===== src/rtl/prog_load_ctrl_pkg.sv =====
// Shared types and constants for the program loader.
// The PROG_LOAD_CHECKSUM_EN macro adds the checksum state to the FSM encoding.
package prog_load_ctrl_pkg;

   localparam int unsigned LOAD_LEN_BYTES = 4;
   localparam int unsigned WORD_COUNT_W   = 32;
   localparam logic [1:0]  LAST_BYTE_IDX  = 2'(LOAD_LEN_BYTES - 1);

`ifdef PROG_LOAD_CHECKSUM_EN
   typedef enum logic [2:0] {
      ST_IDLE, ST_LEN, ST_LOAD, ST_CHK, ST_START, ST_RUN, ST_DONE
   } loader_state_type;
`else
   typedef enum logic [2:0] {
      ST_IDLE, ST_LEN, ST_LOAD, ST_START, ST_RUN, ST_DONE
   } loader_state_type;
`endif

   function automatic logic len_is_bad(input logic [WORD_COUNT_W-1:0] len,
                                       input int unsigned words);
      return (len == '0) || (len > WORD_COUNT_W'(words));
   endfunction

endpackage


===== src/rtl/prog_load_ctrl_word_asm.sv =====
// Byte-to-word assembler: collects little-endian bytes, exposes the partial
// word and byte index, and pulses word_valid the cycle after the 4th byte.
module uart_word_assembler (
   input  logic        clk,
   input  logic        reset,
   input  logic        clear,
   input  logic        byte_valid,
   input  logic [7:0]  byte_data,
   input  logic        emit,
   output logic        word_valid,
   output logic [31:0] word,
   output logic [1:0]  byte_idx,
   output logic [23:0] partial
);

   always_ff @(posedge clk) begin
      if (reset) begin
         word_valid <= 1'b0;
         word       <= '0;
         byte_idx   <= '0;
         partial    <= '0;
      end else begin
         word_valid <= 1'b0;
         if (clear) begin
            byte_idx <= '0;
            partial  <= '0;
         end else if (byte_valid) begin
            byte_idx <= byte_idx + 2'd1;
            case (byte_idx)
               2'd0:    partial[7:0]   <= byte_data;
               2'd1:    partial[15:8]  <= byte_data;
               2'd2:    partial[23:16] <= byte_data;
               default: begin
                  // Only payload words reach the output; length words stay internal.
                  if (emit) word <= {byte_data, partial};
                  word_valid <= emit;
                  partial    <= '0;
               end
            endcase
         end
      end
   end

endmodule


===== src/rtl/prog_load_ctrl.sv =====
// Program load/run sequencer: UART byte stream -> instruction memory, then runs
// the core and measures run length. Optional checksum: PROG_LOAD_CHECKSUM_EN.
module prog_load_ctrl
   import prog_load_ctrl_pkg::*;
#(
   parameter int unsigned IMEM_WORDS     = 1024,
   parameter int unsigned TIMEOUT_CYCLES = 100000,
   localparam int unsigned AW            = $clog2(IMEM_WORDS)
) (
   input  logic          clk,
   input  logic          reset,
   input  logic          rx_valid,
   input  logic [7:0]    rx_data,
   output logic          rx_ready,
   output logic          imem_we,
   output logic [AW-1:0] imem_waddr,
   output logic [31:0]   imem_wdata,
   output logic          core_reset,
   output logic          run_flag,
   input  logic          run_finished,
   output logic          busy,
   output logic          done,
   output logic          load_error,
   output logic [31:0]   run_cycles
);

   localparam int unsigned TW = $clog2(TIMEOUT_CYCLES + 1);

   loader_state_type state_q, state_d;

   logic                    accept, last_byte, waiting, timeout, load_fail;
   logic                    asm_byte_valid;
   logic [1:0]              byte_idx;
   logic [23:0]             partial;
   logic [WORD_COUNT_W-1:0] len_word;
   logic [AW-1:0]           wcnt_q, last_idx_q;
   logic [TW-1:0]           idle_q;
`ifdef PROG_LOAD_CHECKSUM_EN
   logic [7:0]              xor_q;
`endif

   always_comb begin
      rx_ready   = !(state_q inside {ST_START, ST_RUN});
      core_reset = !(state_q inside {ST_START, ST_RUN});
      run_flag   = (state_q == ST_RUN);
      busy       = !(state_q inside {ST_IDLE, ST_DONE});
      done       = (state_q == ST_DONE);
      accept     = rx_valid && rx_ready;
      last_byte  = accept && (byte_idx == LAST_BYTE_IDX);
      len_word   = {rx_data, partial};
`ifdef PROG_LOAD_CHECKSUM_EN
      waiting        = state_q inside {ST_LEN, ST_LOAD, ST_CHK};
      asm_byte_valid = accept && (state_q != ST_CHK);
`else
      waiting        = state_q inside {ST_LEN, ST_LOAD};
      asm_byte_valid = accept;
`endif
      timeout    = waiting && !accept && (idle_q == TW'(TIMEOUT_CYCLES - 1));
   end

   uart_word_assembler u_asm (
      .clk        (clk),
      .reset      (reset),
      .clear      (timeout),
      .byte_valid (asm_byte_valid),
      .byte_data  (rx_data),
      .emit       (state_q == ST_LOAD),
      .word_valid (imem_we),
      .word       (imem_wdata),
      .byte_idx   (byte_idx),
      .partial    (partial)
   );

   always_ff @(posedge clk) begin
      if (reset) state_q <= ST_IDLE;
      else       state_q <= state_d;
   end

   always_comb begin
      state_d   = state_q;
      load_fail = 1'b0;
      unique case (state_q)
         ST_IDLE, ST_DONE: if (accept) state_d = ST_LEN;
         ST_LEN: begin
            if (timeout) begin
               state_d   = ST_IDLE;
               load_fail = 1'b1;
            end else if (last_byte) begin
               if (len_is_bad(len_word, IMEM_WORDS)) begin
                  state_d   = ST_IDLE;
                  load_fail = 1'b1;
               end else begin
                  state_d = ST_LOAD;
               end
            end
         end
         ST_LOAD: begin
            if (timeout) begin
               state_d   = ST_IDLE;
               load_fail = 1'b1;
            end else if (last_byte && (wcnt_q == last_idx_q)) begin
               // Leave on the final byte so a trailing byte is never dropped;
               // the last write lands in the following cycle.
`ifdef PROG_LOAD_CHECKSUM_EN
               state_d = ST_CHK;
`else
               state_d = ST_START;
`endif
            end
         end
`ifdef PROG_LOAD_CHECKSUM_EN
         ST_CHK: begin
            if (timeout) begin
               state_d   = ST_IDLE;
               load_fail = 1'b1;
            end else if (accept) begin
               if (rx_data == xor_q) begin
                  state_d = ST_START;
               end else begin
                  state_d   = ST_IDLE;
                  load_fail = 1'b1;
               end
            end
         end
`endif
         ST_START: state_d = ST_RUN;
         ST_RUN:   if (run_finished) state_d = ST_DONE;
         default:  state_d = ST_IDLE;
      endcase
   end

   always_ff @(posedge clk) begin
      if (reset) begin
         wcnt_q     <= '0;
         last_idx_q <= '0;
         idle_q     <= '0;
         imem_waddr <= '0;
         load_error <= 1'b0;
         run_cycles <= '0;
      end else begin
         idle_q <= (waiting && !accept) ? idle_q + 1'b1 : '0;
         if ((state_q inside {ST_IDLE, ST_DONE}) && accept) begin
            load_error <= 1'b0;
            run_cycles <= '0;
         end
         if (load_fail) load_error <= 1'b1;
         if ((state_q == ST_LEN) && last_byte) begin
            wcnt_q     <= '0;
            last_idx_q <= AW'(len_word - 32'd1);
         end
         if ((state_q == ST_LOAD) && last_byte) begin
            imem_waddr <= wcnt_q;
            wcnt_q     <= wcnt_q + 1'b1;
         end
         if ((state_q == ST_RUN) && (run_cycles != '1))
            run_cycles <= run_cycles + 32'd1;
      end
   end

`ifdef PROG_LOAD_CHECKSUM_EN
   always_ff @(posedge clk) begin
      if (reset)                               xor_q <= '0;
      else if ((state_q == ST_LEN) && accept)  xor_q <= '0;
      else if ((state_q == ST_LOAD) && accept) xor_q <= xor_q ^ rx_data;
   end
`endif

endmodule


===== config.mk =====
export PLATFORM = sky130hd
export DESIGN_NAME = prog_load_ctrl
export DESIGN_NICKNAME = d
export VERILOG_FILES = /design/src/rtl/prog_load_ctrl_pkg.sv /design/src/rtl/prog_load_ctrl_word_asm.sv /design/src/rtl/prog_load_ctrl.sv
export SDC_FILE = /design/constraint.sdc
export NUM_CORES = 1
export LEC_CHECK = 0
export ABC_CLOCK_PERIOD_IN_PS = 3200
export CAP_MARGIN = 10
export CORE_ASPECT_RATIO = 0.75
export CORE_MARGIN = 8
export CORE_UTILIZATION = 30
export CTS_BUF_LIST = sky130_fd_sc_hd__clkbuf_4
export DETAILED_ROUTE_END_ITERATION = 16
export PLACE_DENSITY_LB_ADDON = 0.3
export REMOVE_ABC_BUFFERS = 1
export SYNTH_ARGS = -nofsm -noshare
export SYNTH_HDL_FRONTEND = slang
export SYNTH_SLANG_ARGS = --single-unit

===== constraint.sdc =====
create_clock -name clk -period 3.2 [get_ports clk]
set_clock_uncertainty 0.15 [all_clocks]
set_input_delay 0.32 -clock clk [delete_from_list [all_inputs] [get_ports clk]]
set_output_delay 0.32 -clock clk [all_outputs]
set_load 0.02 [all_outputs]

==> impl_metrics.env <==
export IMPL_maxSlewHeadroom=0.505
export IMPL_areaGrowthSynthToFinish_pct=23.0
export IMPL_max_freq_ghz=0.344
export IMPL_r2r_start="run_cycles[0]"
export IMPL_required_ns=2.73
export IMPL_fin_crit_ns=2.90
export IMPL_worst_pin_slew_ns=0.742
export IMPL_holdWs_ns=0.305
export IMPL_cts_sinks=142
export IMPL_crit_path_top_delay_cell="clkdlybuf4s50_1"
export IMPL_status="finished, final reports clean"
export IMPL_root_buffer="clkbuf_4"
export IMPL_hold_viol=0
export IMPL_grt_max_degree=67
export IMPL_drv_slew=0
export IMPL_whs_path_depth=1
export IMPL_path_clk_slew_ns=0.12
export IMPL_die_w_um=187
export IMPL_die_h_um=144
export IMPL_timing_final_crit_share=0.907
export IMPL_num_rows=46
export IMPL_yosys_warnings=0
export IMPL_final_core_util=0.378
export IMPL_crit_type="flip-flop to primary output"
export IMPL_cp_num_buf_inv=3
export IMPL_rsz0062_at_grt="false"
export IMPL_path_max_fanout=19
export IMPL_grt_overflow_total=0
export IMPL_drive_above_1_share=0.0720
export IMPL_startpoint="state_q[1]"
export IMPL_numCtsBuffers=17
export IMPL_num_vias=6038
export IMPL_ios=93
export IMPL_synth_edf_count=0
export IMPL_routabilityCongestion=0.812
export IMPL_synthCells=798
export IMPL_arrival_ns=2.43
export IMPL_first_global_vias=5484
export IMPL_drtIter0Drc=471
export IMPL_synth_seq_area_share=0.434
export IMPL_start_kind="flip-flop"
export IMPL_yosys_area_top_type_share=0.434
export IMPL_grt_pass1_wl_mm=29.7
export IMPL_yosys_area_top_type="dfxtp_1"
export IMPL_r2r_end="run_cycles[24]"
export IMPL_htree_num_levels=4
export IMPL_endpoint_kind="primary output"
export IMPL_cap_violations=0
export IMPL_wirelength_mm=18.5
export IMPL_cts_tree="done"
export IMPL_post_drt_wl_per_cell_um=15.7
export IMPL_synth_seq_cells=142
export IMPL_coreArea_um2=21300
export IMPL_synthTopCellsByCount="142 x dfxtp_1, 125 x nand2_1, 74 x a21oi_1"
export IMPL_drc=0
export IMPL_post_cts_setup_buffers=0
export IMPL_antenna_found_initial=0
export IMPL_grtUsageTotal=0.135
export IMPL_portBuffers=92
export IMPL_drt_first_pass_iters=5
export IMPL_ant_nets=0
export IMPL_die_area_um2=26900
export IMPL_synth_area_leaders="dfxtp_1 43%, nand2_1 7.2%, a21oi_1 5.7%, nand3_1 3.8%, nor2_1 3.7%"
export IMPL_async_flop_share=0
export IMPL_synth_cell_type_count=62
export IMPL_cts_resized=0
export IMPL_fin_tns_setup_ns=0
export IMPL_irDropWorstVdd_v=0.000228
export IMPL_insertion_delay_ns=0.54
export IMPL_synth_most_common_cell="dfxtp_1"
export IMPL_n_antenna_cell=0
export IMPL_p_leak_nw=2.62
export IMPL_holdPathEnd="idle_q[0]"
export IMPL_initial_utilization=0.307
export IMPL_synthFlopType="dfxtp_1"
export IMPL_power_density_nw_per_um2=414
export IMPL_totalPowerFinal_mw=3.33
export IMPL_syn_area_um2=6550
export IMPL_cp_top_family="buffers and inverters"
export IMPL_layout_nets=898
export IMPL_r2r_slack_ns=0.36
export IMPL_hpwl_mm=13.0
export IMPL_avgSynthCellArea_um2=8.20
export IMPL_crit_chain="or3b_1, buf_4, inv_2, clkdlybuf4s50_1"
export IMPL_finalSetupViolations=0
export IMPL_clk_path_buf_depth=2
export IMPL_avgViaCountPerCell=5.13
export IMPL_hold_start="idle_q[0]"
export IMPL_cpPeakStageDelay_ns=0.66
export IMPL_hold_path_class="flip-flop to flip-flop"
export IMPL_reg2reg_depth=7
cell type report:
class | instances | area [um^2]
fillers | 2253 | 13200
multi-input cells | 582 | 3420
flip-flops and latches | 142 | 2840
repair buffers | 114 | 1080
well taps | 288 | 360
clock inverters | 14 | 143
clock buffers | 17 | 128
inverters | 20 | 75.1
power breakdown:
group / internal (mW) / switching [mW]
clock: 0.461 / 0.683
sequential: 1.79 / 0.0369
combinational: 0.136 / 0.221
total: 2.39 / 0.941
state kept, by name (all words and copies together), names as in the netlist:
name	cells
u_asm.word	32
run_cycles	32
u_asm.word_valid	1
u_asm.partial	24
state_q	3
load_error	1
idle_q	17
last_idx_q	10
u_asm.byte_idx	2
imem_waddr	10
wcnt_q	10
how the worst max path moves through the flow:
stage | end | cells past startpoint
detailed placement | run_cycles[24] | 7
CTS | run_flag | 4
global placement | run_cycles[24] | 7
global route | run_flag | 4
finish | run_flag | 4
floorplan | u_asm.partial[0] | 5
per-layer routing:
| layer | vias to the layer above | wire length [um] | global-route usage |
|---|---|---|---|
| met5 | - | 0 | 0 |
| met4 | 0 | 146 | 0.0346 |
| met3 | 10 | 1290 | 0.0441 |
| met2 | 188 | 7420 | 0.188 |
| met1 | 2816 | 9590 | 0.194 |
| li1 | 3024 | - | - |
stage by stage:
step	cells	setup WS [ns]	cell area, um^2
finish	1177	0.296	8050
global route	1177	0.157	8050
CTS	1177	0.252	8050
detailed placement	1145	0.408	7770
floorplan	744	-0.225	6320
global placement	1145	0.474	7770
worst register-to-register path: stages (launching register included):
cell	delay (ns)
dfxtp_1	0.43
ha_1	0.27
nand4_2	0.19
or4_1	0.75
nor4b_4	0.40
buf_4	0.26
o21ai_4	0.09
a311oi_2	0.23
cells by family (layout without fill, tap and decap cells):
family | after synthesis | after routing | share of synthesized area
buf+inv | 74 | 165 | 0.0463
mux | 13 | 13 | 0.0206
compound gates | 169 | 169 | 0.164
xor+xnor | 37 | 37 | 0.0495
fa+ha+maj | 9 | 9 | 0.0172
simple gates | 354 | 354 | 0.269
flops | 142 | 142 | 0.434
cells in the final DEF (no fill, tap or decap), drive strengths merged, types with 9 or more instances in the layout:
cell type / instances
a211oi: 9
a21oi: 74
a31oi: 26
and3: 9
buf: 22
clkbuf: 17
clkdlybuf4s50: 91
dfxtp: 142
ha: 9
inv: 24
mux2i: 9
nand2: 125
nand3: 50
nand4: 20
nor2: 64
nor3: 15
nor4: 17
o21ai: 16
or3: 12
or4: 12
xnor2: 24
xor2: 13
repair_timing:
item / CTS / global route
hold buffers: 1 / 0
endpoints found under the hold margin: 2 / 0
endpoints found under the setup margin: 0 / 0
Note: power is estimated with default switching activity, not from simulation.
